===== config.mk =====
export PLATFORM = sky130hd
export DESIGN_NAME = ladybird_uart_tx_fifo
export DESIGN_NICKNAME = d
export VERILOG_FILES = /design/src/rtl/ladybird_uart_tx_fifo.sv
export SDC_FILE = /design/constraint.sdc
export NUM_CORES = 1
export LEC_CHECK = 0
export CAP_MARGIN = 20
export CORE_AREA = 2 2 110 112
export CTS_CLUSTER_DIAMETER = 150
export DETAILED_ROUTE_END_ITERATION = 10
export DIE_AREA = 0 0 112 114
export GPL_TIMING_DRIVEN = 0
export SLEW_MARGIN = 20
export SYNTH_ARGS = -nofsm -noshare
export SYNTH_HDL_FRONTEND = slang
export SYNTH_SLANG_ARGS = --single-unit
export TNS_END_PERCENT = 20

===== constraint.sdc =====
create_clock -name clk -period 3.9 [get_ports clk]
set_clock_uncertainty 0.2 [all_clocks]
set_input_delay 1.17 -clock clk [delete_from_list [all_inputs] [get_ports clk]]
set_output_delay 1.17 -clock clk [all_outputs]
set_load 0.01 [all_outputs]

===== src/rtl/ladybird_uart_tx_fifo.sv =====
// UART transmitter with a small byte FIFO in front of it.
// Frame format (5-8 data bits, parity, 1/2 stop bits, baud divisor) is sampled per frame at pop time.
module ladybird_uart_tx_fifo #(
  parameter int DEPTH       = 4,
  parameter     DEFAULT_DIV = 16'h28B0
) (
  input  logic                     clk,
  input  logic                     rst,
  input  logic                     valid,
  input  logic [7:0]               data,
  output logic                     ready,
  input  logic [15:0]              cfg_div,
  input  logic [1:0]               cfg_bits,
  input  logic [1:0]               cfg_par,
  input  logic                     cfg_stop2,
  output logic                     tx,
  output logic                     busy,
  output logic [$clog2(DEPTH):0]   level
);

  localparam int AW = $clog2(DEPTH);
  localparam int LW = AW + 1;

  // DEFAULT_DIV is only a reset value for the parent's divisor register; its width must match cfg_div.
  if (DEPTH < 2 || (DEPTH & (DEPTH - 1)) != 0 || $bits(DEFAULT_DIV) != 16) begin : g_bad_param
    $error("ladybird_uart_tx_fifo: DEPTH must be a power of two >= 2 and DEFAULT_DIV 16 bits wide");
  end

  typedef enum logic [2:0] {
    S_IDLE,
    S_START,
    S_DATA,
    S_PARITY,
    S_STOP
  } state_t;

  // ---------------------------------------------------------------- FIFO
  logic [7:0]    mem [DEPTH];
  logic [AW-1:0] wr_ptr;
  logic [AW-1:0] rd_ptr;
  logic          push;
  logic          pop;

  assign ready = (level != LW'(DEPTH));
  assign push  = valid && ready;

  // NOTE: the storage array has no reset; only pointers and level carry state that matters after reset.
  always_ff @(posedge clk) begin
    if (push) begin
      mem[wr_ptr] <= data;
    end
  end

  // Pointers are AW bits wide, so increments wrap modulo DEPTH for free.
  always_ff @(posedge clk) begin
    if (rst) begin
      wr_ptr <= '0;
      rd_ptr <= '0;
      level  <= '0;
    end else begin
      if (push) wr_ptr <= wr_ptr + 1'b1;
      if (pop)  rd_ptr <= rd_ptr + 1'b1;
      case ({push, pop})
        2'b10:   level <= level + 1'b1;
        2'b01:   level <= level - 1'b1;
        default: level <= level;
      endcase
    end
  end

  // ---------------------------------------------------------------- frame engine
  state_t      state;
  logic [15:0] baud_cnt;
  logic [15:0] sh_div;
  logic [7:0]  sh_data;
  logic [2:0]  sh_last;
  logic        sh_par_en;
  logic        sh_par_bit;
  logic        sh_stop2;
  logic [2:0]  bit_idx;
  logic        stop_idx;

  logic        bit_done;
  logic        last_stop;
  logic [7:0]  head_mask;
  logic [7:0]  head_data;
  logic [2:0]  cfg_last;

  assign bit_done  = (baud_cnt == '0);
  assign last_stop = (state == S_STOP) && bit_done && (!sh_stop2 || stop_idx);
  // A pop happens either from idle or on the final stop cycle, giving gap-free back-to-back frames.
  assign pop       = (level != '0) && ((state == S_IDLE) || last_stop);

  // NOTE: every always_comb output gets a value on every path, so no latch is inferred.
  always_comb begin
    head_mask = 8'hFF;
    case (cfg_bits)
      2'b00:   head_mask = 8'h1F;
      2'b01:   head_mask = 8'h3F;
      2'b10:   head_mask = 8'h7F;
      default: head_mask = 8'hFF;
    endcase
    head_data = mem[rd_ptr] & head_mask;
    cfg_last  = 3'd4 + {1'b0, cfg_bits};
  end

  // NOTE: all state here is updated with non-blocking assignments so every register sees pre-edge values.
  always_ff @(posedge clk) begin
    if (rst) begin
      state      <= S_IDLE;
      tx         <= 1'b1;
      busy       <= 1'b0;
      baud_cnt   <= '0;
      sh_div     <= '0;
      sh_data    <= '0;
      sh_last    <= '0;
      sh_par_en  <= 1'b0;
      sh_par_bit <= 1'b0;
      sh_stop2   <= 1'b0;
      bit_idx    <= '0;
      stop_idx   <= 1'b0;
    end else if (pop) begin
      state      <= S_START;
      tx         <= 1'b0;
      busy       <= 1'b1;
      baud_cnt   <= cfg_div;
      sh_div     <= cfg_div;
      sh_data    <= head_data;
      sh_last    <= cfg_last;
      sh_par_en  <= (cfg_par == 2'b01) || (cfg_par == 2'b10);
      sh_par_bit <= (^head_data) ^ (cfg_par == 2'b10);
      sh_stop2   <= cfg_stop2;
      bit_idx    <= '0;
      stop_idx   <= 1'b0;
    end else if (state != S_IDLE) begin
      if (!bit_done) begin
        baud_cnt <= baud_cnt - 1'b1;
      end else begin
        baud_cnt <= sh_div;
        case (state)
          S_START: begin
            state   <= S_DATA;
            tx      <= sh_data[0];
            bit_idx <= '0;
          end
          S_DATA: begin
            if (bit_idx == sh_last) begin
              if (sh_par_en) begin
                state <= S_PARITY;
                tx    <= sh_par_bit;
              end else begin
                state <= S_STOP;
                tx    <= 1'b1;
              end
            end else begin
              // The shadow byte shifts right so the next bit to send is always bit 0.
              bit_idx <= bit_idx + 1'b1;
              sh_data <= {1'b0, sh_data[7:1]};
              tx      <= sh_data[1];
            end
          end
          S_PARITY: begin
            state <= S_STOP;
            tx    <= 1'b1;
          end
          S_STOP: begin
            if (sh_stop2 && !stop_idx) begin
              stop_idx <= 1'b1;
            end else begin
              state <= S_IDLE;
              busy  <= 1'b0;
              tx    <= 1'b1;
            end
          end
          default: begin
            state <= S_IDLE;
            busy  <= 1'b0;
            tx    <= 1'b1;
          end
        endcase
      end
    end
  end

endmodule

==> results by group, run 1 <==
Global routing
  • Vias in the first global route: ~3,500
  • Global route overflow: 0
  • All-Layer GR Usage: between 10% and 20%
  • Initial antenna violation count: 0
  • First-pass GRT wire length: between 15,000 and 20,000 µm
  • Pin count of the biggest net entering global routing: 19

Clocking
  • CTS resizes: 0
  • Clock slew at reported path FFs: around 0.070 ns
  • Worst-Skew Late Latency: 0.34 ns
  • CTS H-tree depth: 3
  • CTS tree: yes
  • Root buf cell: clkbuf_16
  • # hold bufs at CTS: 0
  • Cts bufs inserted: 9
  • Clock sink count: 96
  • CTS Buffer Depth: 2
  • Post-CTS setup buffer count: 0

STA
  • Final Max Tran Viols: 0
  • Final period util: between 90% and 100%
  • RSZ-0062 raised after global routing: false
  • Final setup vio count: 0
  • Slew HR: between 30% and 40%
  • Setup TNS: 0 ns
  • Final Hold Vio Count: 0
  • Tmin final: around 3.7 ns
  • Max Freq: 273 MHz
  • Worst slew pin tran: 1.01 ns

Placement
  • Placed Instances: between 600 and 700
  • Routability Congestion: roughly 0.84
  • Detailed Place HPWL: 7760 µm
  • Port-buffer cells: 37

Yosys
  • Average size of a mapped cell: 10.1 µm²
  • Largest area contributor in the netlist: dfxtp_1
  • Post-synth EDFFs: 32
  • Synthesized flop and latch total: 96
  • Syn Nets: a little under 500
  • Ys flop type: dfxtp_1
  • Area fraction of the dominant cell type after synthesis: between 20% and 30%
  • FFs w/ async S/R, synth: 0%
  • Synthesis Warnings: 0
  • Cell area after synthesis: between 4000 and 5000 µm²
  • Synth area leaders: dfxtp_1 28%, edfxtp_1 21%, a21oi_1 4.4%, mux4_2 3.9%, nand2_1 3.7%
  • Cells after Synth: roughly 450
  • Post-synthesis sequential area ratio: roughly 49%
  • Distinct cells, synth: slightly above 60

Min path
  • Worst Hold Class: flop to flop

Status
  • Outcome: finished, final reports clean

Critical path
  • Crit Path Category: flop to flop
  • Crit path capture type: flop
  • CP Data Arrival Time: around 3.7 ns
  • Crit path max fanout: 10
  • Worst path required time: slightly below 4 ns
  • Startpoint types: flop

Floorplan
  • Row count: 40
  • Initial Utilization: slightly below 40%
  • Die X: 112 µm
  • DIE AREA: 12,800 µm²
  • Ports: 38
  • Total core area: 11,700 µm²
  • Chip height: between 100 and 150 µm

Pwr
  • Pleak: approximately 1.9 nW
  • Pwr per Cell Area: 827 nW/µm²
  • Peak VDD IR: around 0.33 mV

Routing
  • WL/cell: ~17 µm
  • Via density: around 5.5
  • Residual DRC: 0
  • Vias: about 3,600
  • First-pass iteration count of the detailed router: 4
  • DRT antenna net count: 0
  • 1st-iter DRT viols: approximately 210
  • Total wire length: around 11,000 µm

Finish
  • Area delta synth->final: 18.4%
  • Finished Layout Cells: about 650
  • Diode count: 0
  • Fraction of layout cells with a size suffix above 1: about a tenth
  • Fin nets: about 540

Run
  • Max-cap violations: 0
-- worst max-delay path: stages, from the launching register on --
cell and delay [ns]:
dfxtp_1 0.37, inv_1 0.08, ha_1 0.22, nor3b_1 0.38, and4_1 0.25, buf_2 0.17, a21oi_2 0.10, inv_2 0.21
buf_2 0.32, ha_1 0.25, inv_1 0.06, fa_1 0.37, xor2_1 0.16, or3_1 0.30, a21oi_1 0.14
-- synth_stat cells, types with 2 or more instances --
master    number
nor4_2         2
a21oi_1       40
nand3b_1       2
o21a_1         4
or4_4          2
edfxtp_1      32
and3_1         4
buf_2          9
nor3_1        18
a311oi_1       8
nand2_1       45
or3_1          6
nor4_1         2
nand3_1        4
nor2_1        39
mux4_2         8
or4_1          2
buf_6          4
and4_1         2
o211ai_1       7
a211oi_1       6
inv_1         13
o21ai_0       22
a211o_1        3
dfxtp_1       64
nand4_1        6
ha_1           8
clkbuf_1      15
o221ai_1       4
xor2_1        10
mux2i_1        9
a211oi_2       2
xnor2_1       11
o31ai_1        5
a21boi_0       5
o22ai_1        3
nor3_2         2
buf_4          2
a31oi_1        2
-- through the flow --
stage	hold WS, ns	worst slack [ns]	instance area (µm²)	util [%]	power, mW
final	0.259	0.232	5410	46.2	4.47
after detailed placement	0.249	0.288	5120	43.8	3.62
after CTS	0.260	0.257	5410	46.2	4.49
after global placement	0.239	0.306	5120	43.8	3.58
after floorplan	0.232	0.857	4570	-	3.04
after global routing	0.283	0.0357	5410	46.2	4.78
-- flip-flops by register name, summed over array words and instances, names as in the netlist, 2 cells and up, named ones only --
name / count
state: 3
bit_idx: 3
mem: 32
rd_ptr: 2
wr_ptr: 2
baud_cnt: 16
sh_last: 3
sh_div: 16
sh_data: 8
level: 3
-- cells in the final DEF, fill, tap and decap left out, drive strengths merged, types with 9 or more instances in the layout --
cell type	count
a21oi	41
buf	15
clkbuf	26
clkdlybuf4s50	37
dfxtp	64
edfxtp	32
inv	19
mux2i	9
nand2	46
nor2	39
nor3	20
o21ai	22
xnor2	12
xor2	10
-- layer usage --
metal	part of all wire [%]	GRT usage [%]	vias to the layer above	routed length [µm]
li1	-	-	1773	-
met1	46	23.2	1708	4970
met2	47	29.5	89	5100
met3	5.2	3.24	18	567
met4	2.0	6.67	0	216
met5	0	0	-	0
-- power breakdown --
| part | internal, mW | total (mW) | switching, mW |
|---|---|---|---|
| clock | 0.450 | 0.854 | 0.404 |
| combinational | 0.863 | 2.10 | 1.24 |
| sequential | 1.32 | 1.52 | 0.200 |
| total | 2.63 | 4.47 | 1.84 |
-- logic make-up (layout without fill, tap and decap cells) --
logic type	count (synthesis)	in the layout	synth area share (%)
flip-flops	96	96	49.1
AND/OR/NAND/NOR	146	146	16.0
multiplexers	17	17	5.91
AO/OA/AOI/OAI	118	118	16.7
buffers and inverters	45	98	4.79
XOR/XNOR	23	23	4.87
adder cells (fa/ha/maj)	9	9	2.63
-- area by class of cell --
class,instances,area (µm²)
fillers,1135,6300
flip-flops and latches,96,2240
multi-input cells,313,2110
repair buffers,37,370
clock buffers,10,229
well taps,147,184
plain buffers,31,166
clock inverters,6,57.6
inverters,14,52.6
-- worst paths after layout --
check                            end  cells after the start  slack (ns)                     start
min          sh_div[13]$_SDFFE_PP0P_                      2        0.26   sh_div[13]$_SDFFE_PP0P_
max            level[2]$_SDFFE_PP0P_                     14        0.23  baud_cnt[0]$_SDFFE_PP0P_
max reg2reg    level[2]$_SDFFE_PP0P_                     14        0.23  baud_cnt[0]$_SDFFE_PP0P_
min reg2reg  sh_div[13]$_SDFFE_PP0P_                      2        0.26   sh_div[13]$_SDFFE_PP0P_
No activity file was read; power rests on OpenSTA's default activity.
==> inputs of run 2 (changes only) <==
==> constraint.sdc (replaced) <==
create_clock -name clk -period 4.1 [get_ports clk]
set_clock_uncertainty 0.2 [all_clocks]
set_input_delay 1.23 -clock clk [delete_from_list [all_inputs] [get_ports clk]]
set_output_delay 1.23 -clock clk [all_outputs]
set_load 0.01 [all_outputs]
==> results of run 2 <==
Same layout as run 1 (identical final DEF). Status: finished, final reports clean.
Among the figures that moved: setup slack after placement 0.288 ns -> 0.488 ns; setup slack after layout 0.232 ns -> 0.432 ns; register-to-register setup slack 0.23 ns -> 0.43 ns; total power 4.47 mW -> 4.25 mW; worst IR drop on VDD 0.328 mV -> 0.312 mV
==> inputs of run 3 (changes only) <==
--- a/config.mk
+++ b/config.mk
@@ -5,7 +5,7 @@
 export SDC_FILE = /design/constraint.sdc
 export NUM_CORES = 1
 export LEC_CHECK = 0
-export CAP_MARGIN = 20
+export CAP_MARGIN = 5
 export CORE_AREA = 2 2 110 112
 export CTS_CLUSTER_DIAMETER = 150
 export DETAILED_ROUTE_END_ITERATION = 10
==> results of run 3 <==
Same layout as run 1 (identical final DEF). Status: finished, final reports clean.
Among the figures that moved: setup slack after placement 0.288 ns -> 0.488 ns; setup slack after layout 0.232 ns -> 0.432 ns; register-to-register setup slack 0.23 ns -> 0.43 ns; total power 4.47 mW -> 4.25 mW; worst IR drop on VDD 0.328 mV -> 0.312 mV
